`config.mk`:
```
export PLATFORM = sky130hd
export DESIGN_NAME = pipeline_sequencer
export DESIGN_NICKNAME = d
export VERILOG_FILES = /design/src/rtl/arm_pkg.sv /design/src/rtl/sat_counter.sv /design/src/rtl/pipeline_sequencer.sv
export SDC_FILE = /design/constraint.sdc
export NUM_CORES = 1
export LEC_CHECK = 0
export BUFFER_PORTS_ARGS = -buffer_cell sky130_fd_sc_hd__clkbuf_2
export CAP_MARGIN = 25
export CORE_ASPECT_RATIO = 1.4
export CORE_MARGIN = 2
export CORE_UTILIZATION = 46
export CTS_CLUSTER_DIAMETER = 120
export CTS_CLUSTER_SIZE = 24
export DETAILED_ROUTE_END_ITERATION = 6
export GPL_ROUTABILITY_DRIVEN = 0
export GPL_TIMING_DRIVEN = 0
export PLACE_DENSITY = 0.88
export RECOVER_POWER = 100
export SKIP_LAST_GASP = 1
export SYNTH_ARGS = -nofsm -noshare
export SYNTH_HDL_FRONTEND = slang
export SYNTH_SLANG_ARGS = --single-unit
```
`constraint.sdc`:
```
create_clock -name clk -period 2.2 [get_ports clk]
set_input_delay 0.22 -clock clk [delete_from_list [all_inputs] [get_ports clk]]
set_output_delay 0.22 -clock clk [all_outputs]
set_load 0.1 [all_outputs]
```
`src/rtl/arm_pkg.sv`:
```
`default_nettype none
// ============================================================================
//  Module      : arm_pkg
//  Description : Shared types and constants for the 5-stage ARM pipeline
//                control slice (IF/ID/EXE/MEM/WB).
//                - seq_state_t : pipeline sequencer FSM states
//                - REG_W_DEF   : default register-address width (R0..R15)
//                - NOP_CTRL    : control word loaded into ID/EXE for a bubble
//  Revision    : 1.0 - initial release
// ============================================================================
package arm_pkg;

    localparam int REG_W_DEF = 4;

    // RUN      : pipeline flowing, or a zero-wait SRAM access in progress
    // MEM_WAIT : MEM stage is waiting on a multi-cycle SRAM access
    typedef enum logic [0:0] {
        RUN      = 1'b0,
        MEM_WAIT = 1'b1
    } seq_state_t;

    // Execute-stage control bundle carried by the ID/EXE register.
    typedef struct packed {
        logic       wb_en;
        logic       mem_rd;
        logic       mem_wr;
        logic [3:0] exe_cmd;
        logic       branch;
        logic       set_flags;
    } id_exe_ctrl_t;

    // A bubble is an instruction with every side effect disabled.
    localparam id_exe_ctrl_t NOP_CTRL = '{
        wb_en     : 1'b0,
        mem_rd    : 1'b0,
        mem_wr    : 1'b0,
        exe_cmd   : 4'h0,
        branch    : 1'b0,
        set_flags : 1'b0
    };

endpackage : arm_pkg
`default_nettype wire

```
`src/rtl/sat_counter.sv`:
```
`default_nettype none
// ============================================================================
//  Module      : sat_counter
//  Description : Saturating up-counter used for pipeline performance events.
//                Counts one per cycle with inc=1 and sticks at all-ones.
//  Ports       : clk    in   clock
//                rst_n  in   asynchronous reset, active-low
//                inc    in   count this cycle
//                count  out  CNT_W current value
//  Revision    : 1.0 - initial release
// ============================================================================
module sat_counter #(
    parameter int CNT_W = 16
) (
    input  logic             clk,
    input  logic             rst_n,
    input  logic             inc,
    output logic [CNT_W-1:0] count
);

    logic [CNT_W-1:0] r_count;
    logic             w_at_max;

    assign w_at_max = (r_count == {CNT_W{1'b1}});

    always_ff @(posedge clk or negedge rst_n) begin
        if (!rst_n) begin
            r_count <= '0;
        end else if (inc && !w_at_max) begin
            r_count <= r_count + CNT_W'(1);
        end
    end

    assign count = r_count;

endmodule : sat_counter
`default_nettype wire

```
`src/rtl/pipeline_sequencer.sv`:
```
`default_nettype none
// ============================================================================
//  Module      : pipeline_sequencer
//  Description : Central stall/flush sequencer for the 5-stage ARM pipeline.
//                RAW hazard detection ID vs EXE/MEM, taken-branch flush,
//                whole-pipeline hold during multi-cycle SRAM accesses with a
//                timeout watchdog, and saturating stall/flush counters.
//                All control outputs are combinational from inputs and state.
//  Ports       : clk, rst_n                     clock, async active-low reset
//                fwd_en                         forwarding unit active
//                id_src1/id_src2/id_two_src     ID-stage source operands
//                exe_dest/exe_wb_en/exe_mem_rd  EXE-stage destination info
//                mem_dest/mem_wb_en             MEM-stage destination info
//                mem_rd_en/mem_wr_en/mem_ready  MEM-stage SRAM handshake
//                branch_taken                   EXE resolved a taken branch
//                freeze_if_id/bubble_exe        front-end stall controls
//                flush_if_id/flush_id_exe       wrong-path flush controls
//                freeze_back                    back-end hold
//                mem_req                        SRAM request (level)
//                mem_timeout                    sticky access-abort flag
//                stall_count/flush_count        saturating event counters
//  Revision    : 1.0 - initial release
// ============================================================================
module pipeline_sequencer
    import arm_pkg::*;
#(
    parameter int REG_W       = REG_W_DEF,
    parameter int TIMEOUT_CYC = 64,
    parameter int CNT_W       = 16
) (
    input  logic             clk,
    input  logic             rst_n,
    input  logic             fwd_en,
    input  logic [REG_W-1:0] id_src1,
    input  logic [REG_W-1:0] id_src2,
    input  logic             id_two_src,
    input  logic [REG_W-1:0] exe_dest,
    input  logic             exe_wb_en,
    input  logic             exe_mem_rd,
    input  logic [REG_W-1:0] mem_dest,
    input  logic             mem_wb_en,
    input  logic             mem_rd_en,
    input  logic             mem_wr_en,
    input  logic             mem_ready,
    input  logic             branch_taken,
    output logic             freeze_if_id,
    output logic             bubble_exe,
    output logic             flush_if_id,
    output logic             flush_id_exe,
    output logic             freeze_back,
    output logic             mem_req,
    output logic             mem_timeout,
    output logic [CNT_W-1:0] stall_count,
    output logic [CNT_W-1:0] flush_count
);

    // wait counter only ever holds 0..TIMEOUT_CYC-1
    localparam int                WAIT_W    = (TIMEOUT_CYC > 2) ? $clog2(TIMEOUT_CYC) : 1;
    localparam logic [WAIT_W-1:0] WAIT_LAST = WAIT_W'(TIMEOUT_CYC - 1);

    seq_state_t        r_state;
    seq_state_t        w_state_nxt;
    logic [WAIT_W-1:0] r_wait_cnt;
    logic [WAIT_W-1:0] w_wait_cnt_nxt;
    logic              r_timeout;

    logic w_mem_acc;
    logic w_mem_req;
    logic w_mem_hold;
    logic w_abort;
    logic w_flush;
    logic w_haz;
    logic w_hit1;
    logic w_hit2;
    logic w_freeze;

    assign w_mem_acc = mem_rd_en | mem_wr_en;

    // ------------------------------------------------------------------
    // SRAM wait FSM. r_wait_cnt is the number of access cycles already
    // spent, so the RUN cycle that starts a stalled access counts as the
    // first one and the abort lands on access cycle TIMEOUT_CYC.
    // ------------------------------------------------------------------
    always_comb begin
        w_state_nxt    = r_state;
        w_wait_cnt_nxt = r_wait_cnt;
        w_mem_req      = 1'b0;
        w_mem_hold     = 1'b0;
        w_abort        = 1'b0;
        case (r_state)
            RUN: begin
                w_wait_cnt_nxt = '0;
                if (w_mem_acc) begin
                    w_mem_req = 1'b1;
                    if (!mem_ready) begin
                        w_mem_hold     = 1'b1;
                        w_state_nxt    = MEM_WAIT;
                        w_wait_cnt_nxt = WAIT_W'(1);
                    end
                end
            end
            MEM_WAIT: begin
                w_mem_req = 1'b1;
                if (mem_ready) begin
                    w_state_nxt    = RUN;
                    w_wait_cnt_nxt = '0;
                end else if (r_wait_cnt == WAIT_LAST) begin
                    // Give up: release the pipeline and let the instruction
                    // retire with undefined load data.
                    w_mem_req      = 1'b0;
                    w_abort        = 1'b1;
                    w_state_nxt    = RUN;
                    w_wait_cnt_nxt = '0;
                end else begin
                    w_mem_hold     = 1'b1;
                    w_wait_cnt_nxt = r_wait_cnt + WAIT_W'(1);
                end
            end
            default: begin
                w_state_nxt    = RUN;
                w_wait_cnt_nxt = '0;
            end
        endcase
    end

    always_ff @(posedge clk or negedge rst_n) begin
        if (!rst_n) begin
            r_state    <= RUN;
            r_wait_cnt <= '0;
            r_timeout  <= 1'b0;
        end else begin
            r_state    <= w_state_nxt;
            r_wait_cnt <= w_wait_cnt_nxt;
            if (w_abort) begin
                r_timeout <= 1'b1;
            end
        end
    end

    // ------------------------------------------------------------------
    // Flush and hazard. Priority is mem_hold > flush > haz: a branch held
    // in EXE behind a memory wait flushes only on the advancing cycle, and
    // a hazard is moot when the front end is being flushed or frozen.
    // ------------------------------------------------------------------
    assign w_flush = branch_taken & ~w_mem_hold;

    // An EXE producer forces a stall only if its value cannot be forwarded
    // (load result not yet available, or forwarding disabled); a MEM
    // producer is always forwardable when forwarding is on.
    assign w_hit1 = ((id_src1 == exe_dest) & exe_wb_en & (exe_mem_rd | ~fwd_en))
                  | ((id_src1 == mem_dest) & mem_wb_en & ~fwd_en);
    assign w_hit2 = ((id_src2 == exe_dest) & exe_wb_en & (exe_mem_rd | ~fwd_en))
                  | ((id_src2 == mem_dest) & mem_wb_en & ~fwd_en);

    assign w_haz    = (w_hit1 | (id_two_src & w_hit2)) & ~w_flush & ~w_mem_hold;
    assign w_freeze = w_haz | w_mem_hold;

    // ------------------------------------------------------------------
    // Performance counters
    // ------------------------------------------------------------------
    sat_counter #(
        .CNT_W (CNT_W)
    ) u_stall_cnt (
        .clk   (clk),
        .rst_n (rst_n),
        .inc   (w_freeze),
        .count (stall_count)
    );

    sat_counter #(
        .CNT_W (CNT_W)
    ) u_flush_cnt (
        .clk   (clk),
        .rst_n (rst_n),
        .inc   (w_flush),
        .count (flush_count)
    );

    assign freeze_if_id = w_freeze;
    assign bubble_exe   = w_haz;
    assign flush_if_id  = w_flush;
    assign flush_id_exe = w_flush;
    assign freeze_back  = w_mem_hold;
    assign mem_req      = w_mem_req;
    assign mem_timeout  = r_timeout;

endmodule : pipeline_sequencer
`default_nettype wire

```
=== After elaboration in Yosys (flattened, before gate mapping) ===
Index checks and enable logic that the tools add are counted.

* Register bits after elaboration: 40
* Bits of input ports: 27
* Logic and storage cells: 57

* $add $sub $neg: 3
* Equality and inequality tests: 7
* Muxes and demuxes: 16
* Bitwise gates (word level): 22
* Reductions and logical operators: 4

{| class="wikitable"
|+ Operator list
! cell !! number
|-
| 16-bit by 1-bit adder with 16-bit output, second input constant || 2
|-
| 16-bit equality test, second input constant || 2
|-
| 4-bit equality test || 4
|-
| 1-bit AND || 12
|-
| 6-bit two-way mux || 2
|-
| 6-bit case mux with 2 select lines || 1
|-
| 1-bit two-way mux || 11
|-
| 6-bit by 1-bit adder with 6-bit output, second input constant || 1
|-
| 6-bit equality test, second input constant || 1
|-
| 1-bit bitwise OR || 6
|-
| 1-bit inverter || 4
|-
| 1-bit case mux with 2 select lines || 2
|-
| 1-bit logical AND || 2
|-
| 1-bit zero test || 2
|}

=== Logic depth before layout (Yosys ltp) ===
* Depth after elaboration: 11
* Mapped depth: 9
* Gate-level depth less buffers: 9

=== Hierarchy ===
From an unflattened synthesis, not the netlist that was laid out.

* Cell total of the unflattened synthesis: 204
* Area, all modules: 2215.9 um2

{| class="wikitable"
|+ By module, submodules not included
! module !! times used !! cells an instance !! area each (um2) !! sequential area each (um2)
|-
| sat_counter || 2 || 69 || 800.8 || 400.4
|-
| pipeline_sequencer || 1 || 66 || 614.3 || 200.2
|}

=== Worst setup path before layout ===
OpenSTA, ideal clock, no wires.

* Kind: register to output
* Start point: reg r_wait_cnt[0]
* End point: out bubble_exe
* Data arrival time: 2.583 ns
* Required time: 1.980 ns
* Path slack: -0.603 ns
* Cell stages (with the launch flop): 6
* Buffers on the path: 0
* Cells stage by stage: dfrtp_1 ha_1 and3_1 a311o_1 inv_2 nor2_1

* Word-level cells in the longest chain between the ends: 9

{| class="wikitable"
|+ RTL lines
! what !! RTL line !! source
|-
| start, declared || pipeline_sequencer.sv:63 || <nowiki>logic [WAIT_W-1:0] r_wait_cnt;</nowiki>
|-
| start signal, assigned || pipeline_sequencer.sv:133 || <nowiki>r_wait_cnt <= w_wait_cnt_nxt;</nowiki>
|-
| 6-bit equality test (*) || pipeline_sequencer.sv:107 || <nowiki>end else if (r_wait_cnt == WAIT_LAST) begin</nowiki>
|-
| 1-bit two-way mux (*) || pipeline_sequencer.sv:107 ||
|-
| 1-bit two-way mux (*) || pipeline_sequencer.sv:104 || <nowiki>if (mem_ready) begin</nowiki>
|-
| 1-bit case mux with 2 select lines (*) || pipeline_sequencer.sv:90 || <nowiki>case (r_state)</nowiki>
|-
| via freeze_back || pipeline_sequencer.sv:50 || <nowiki>output logic freeze_back,</nowiki>
|-
| 1-bit inverter (*) || pipeline_sequencer.sv:145, pipeline_sequencer.sv:155 ||
|-
| 1-bit AND || pipeline_sequencer.sv:145 || <nowiki>assign w_flush = branch_taken & ~w_mem_hold;</nowiki>
|-
| 1-bit inverter || pipeline_sequencer.sv:155 || <nowiki>assign w_haz = (w_hit1 | (id_two_src & w_hit2)) & ~w_flush & ~w_mem_hold;</nowiki>
|-
| 1-bit AND || pipeline_sequencer.sv:155 ||
|-
| 1-bit AND (*) || pipeline_sequencer.sv:155 ||
|-
| end, declared || pipeline_sequencer.sv:47 || <nowiki>output logic bubble_exe,</nowiki>
|}

The timed path passes the listed nets; every way through them passes the cells marked *.

=== Worst setup path after layout ===
* Start point: reg r_wait_cnt[0]
* End point: out flush_if_id

* Word-level cells in the longest chain between the ends: 6

{| class="wikitable"
|+ RTL lines
! what !! RTL line !! source
|-
| 6-bit equality test || pipeline_sequencer.sv:107 ||
|-
| 1-bit two-way mux || pipeline_sequencer.sv:107 ||
|-
| 1-bit two-way mux || pipeline_sequencer.sv:104 ||
|-
| 1-bit case mux with 2 select lines || pipeline_sequencer.sv:90 ||
|-
| 1-bit inverter || pipeline_sequencer.sv:145 ||
|-
| 1-bit AND || pipeline_sequencer.sv:145 ||
|-
| end, declared || pipeline_sequencer.sv:48 || <nowiki>output logic flush_if_id,</nowiki>
|}

Every way passes these cells.

==> metrics.md <==
| Metric | Value |
|---|---|
| Status | finished clean |
| Critical Path RT | ~2 ns |
| Final Util | about three fifths |
| Relative slew slack | 21.8% |
| Cts bufs inserted | 5 |
| Wire per inst | 13.7 um |
| Max VDD drop | 1050 uV |
| Largest net degree at the start of global routing | 41 |
| Routed Wire Length | around 4800 um |
| Kind of critical path | reg2out |
| Leakage | about 1.2 nW |
| Initial antenna violation count | 0 |
| DP Wirelength | approximately 3500 um |
| Cell taking the most area after synthesis | dfrtp_1 |
| Power Dens Cells | between 1000 and 1500 mW/mm^2 |
| Root Buffer | clkbuf_8 |
| Die area | ~0.0053 mm^2 |
| Core area | around 0.0045 mm^2 |
| # setup viols final | 0 |
| Fmax | around 470 MHz |
| Post-Synthesis Net Count | between 200 and 250 |
| Num rows | 29 |
| Total GRT Usage | just under 20% |
| Area growth, synth to finish | 28.2% |
| Worst clock skew | around 0.007 ns |
| Share of the synthesized area in the top cell type | between 40% and 50% |
| Post-DR vias/cell | roughly 5.3 |
| Mapped Cells | 208 |
| DRC Markers | 0 |
| CTS sink count | 40 |
| Final critical delay including setup and external delays | between 2 and 2.5 ns |
| Final hold viol count | 0 |
| Clk slew on worst S/H paths | approximately 0.07 ns |
| Non-Filler Instances | about 350 |
| Initial drt markers | 25 |
| Die X-Extent | ~62 um |
| Crit path arrival time | between 1.5 and 2 ns |
| Initial Util | a little under half |
| Worst Path Max Fanout | 6 |
| Synth unique cells | 43 |
| Share of cells above drive strength 1 | 31.9% |
| Routed Antenna Nets | 0 |
| Num ports | 66 |
| First-pass iteration count of the detailed router | 4 |
| Final Cycle Share | between 90% and 100% |
| Hold Path Class | in2reg |
| DIE HEIGHT | roughly 85 um |
| Synth warnings | 0 |
| Vias in the first global route | between 1,500 and 2,000 |
| Residual overflow from global routing | 0 |
| Number of diodes | 0 |
| Clk buf depth | 2 |
| Total Power | roughly 3.0 mW |
| Avg Inst Size Synth | roughly 10 um^2 |
| Nets@finish | about 320 |
| Synth area leaders | dfrtp_1, xnor2_1, xor2_1 |
| CTS H-tree lvls | 2 |
| CP Launch Type | flip-flop |
| Pre-CTS setup slack | -0.0771 ns |
| Maxcap violations | 0 |
| Via count | 1,836 |
| Placed insts | about 340 |
| Mapped Area | around 0.0022 mm^2 |
| FILL cells | 404 |
| Worst-Margin Slew | between 1 and 1.5 ns |
| Total Neg Setup Slack | 0 ns |
| Crit path capture type | output port |
| Clock latency on the worst-skew pair | about 0.30 ns |
| IO Port Bufs | 65 |
| Pins Over Slew Limit | 0 |
| RSZ-0062 raised after global routing | true |
| First-pass GRT wire length | just under 8000 um |
| CTS tree | built |
| Post-synthesis sequential area ratio | a little under half |
| Final worst slack | just over 0.07 ns |
| #FFs+latches synth | 40 |
## worst paths after layout
| kind | to | from | slack [ns] | cells after the start |
|---|---|---|---|---|
| max reg2reg | u_stall_cnt.count[1] | u_stall_cnt.count[0] | 0.10 | 7 |
| min | r_wait_cnt[0] | mem_ready | 0.14 | 2 |
| min reg2reg | mem_timeout | mem_timeout | 0.46 | 1 |
| max in group asynchronous | u_stall_cnt.count[8] | rst_n | 0.58 | 3 |
| max | flush_if_id | r_wait_cnt[0] | 0.07 | 7 |
| min in group asynchronous | u_flush_cnt.count[11] | rst_n | 0.45 | 2 |
## layout make-up
cell class              count  area [um^2]  share of cell area [%]
multi-input cells         157         1160                    41.7
flip-flops and latches     40         1050                    37.8
repair buffers             71          364                    13.1
well taps                  62         77.6                    2.80
clock buffers               6         72.6                    2.61
inverters                   8         35.0                    1.26
plain buffers               2         15.0                   0.541
clock inverters             1         5.00                   0.180
## cell usage after synthesis (all sizes together)
cell type  instances
a211o              1
a211oi             1
a21boi             1
a21o               2
a21oi              5
a311o              1
a31oi              1
a41oi              1
and2               4
and3               4
and4               2
buf                3
dfrtp             40
ha                 3
inv                8
mux2               5
nand2             15
nand2b             2
nand3             17
nand4              7
nor2              14
nor2b              3
nor3              11
nor4               1
nor4b              3
o2111ai            1
o21a               1
o21ai              3
o21bai             1
o22ai              1
o31ai              1
o32ai              1
or3                2
xnor2             26
xor2              16
## where the power goes
part           total (mW)  internal (mW)  switching (mW)
clock               0.461          0.216           0.246
sequential           1.07          0.898           0.172
combinational        1.42          0.240            1.18
total                2.95           1.35            1.60
## stage by stage
step	hold slack [ns]	area, um^2
2_1_floorplan	-0.0756	2230
3_3_place_gp	0.421	2640
6_report	0.137	2780
3_5_place_dp	0.431	2640
4_1_cts	0.107	2800
5_1_grt	0.144	2780
## cell usage in the layout (no fill, tap or decap), drive strengths merged, types with 2 or more instances in the layout
master  Yosys  final
clkbuf      0     73
dfrtp      40     40
xnor2      26     26
nand3      17     17
xor2       16     16
nand2      15     15
nor2       14     14
nor3       11     11
inv         8      8
nand4       7      7
mux2        5      5
a21oi       5      5
buf         3      5
and3        4      4
and2        4      4
nor2b       3      3
ha          3      3
o21ai       3      3
nor4b       3      3
nand2b      2      2
or3         2      2
a21o        2      2
and4        2      2
## critical path, stage by stage (launching register included)
cell and delay (ns):
dfrtp_1 0.39, ha_1 0.22, and3_4 0.16, a311o_1 0.37, nand2_2 0.13, inv_6 0.05
buf_4 0.13, buf_8 0.16
## cells by family after synthesis
logic type      count (synthesis)  synth area share (%)
buf+inv                        11                  2.60
fa+ha+maj                       3                  1.73
simple gates                   85                  22.4
flops                          40                  46.2
compound gates                 22                  7.46
xor+xnor                       42                  17.0
mux                             5                  2.60
## timing repair
action / in CTS / in global routing
resized for setup: 12 / 5
hold buffers: 0 / 1
pin swaps: 2 / 6
setup endpoints to repair: 13 / 14
setup buffers: 4 / 0
endpoints found under the hold margin: 0 / 12
## layer usage
| metal | vias to the layer above | wire (um) | global-route usage [%] |
|---|---|---|---|
| met1 | 877 | 1760 | 20.8 |
| met3 | 9 | 322 | 5.49 |
| li1 | 881 | - | - |
| met2 | 69 | 2560 | 35.0 |
| met4 | 0 | 112 | 8.51 |
| met5 | - | 0 | 0 |
## flip-flops by register name, summed over array words and instances, names as in the netlist
signal / cells
r_wait_cnt: 6
r_state: 1
mem_timeout: 1
u_stall_cnt.count: 16
u_flush_cnt.count: 16
Note: power is estimated with default switching activity, not from simulation.
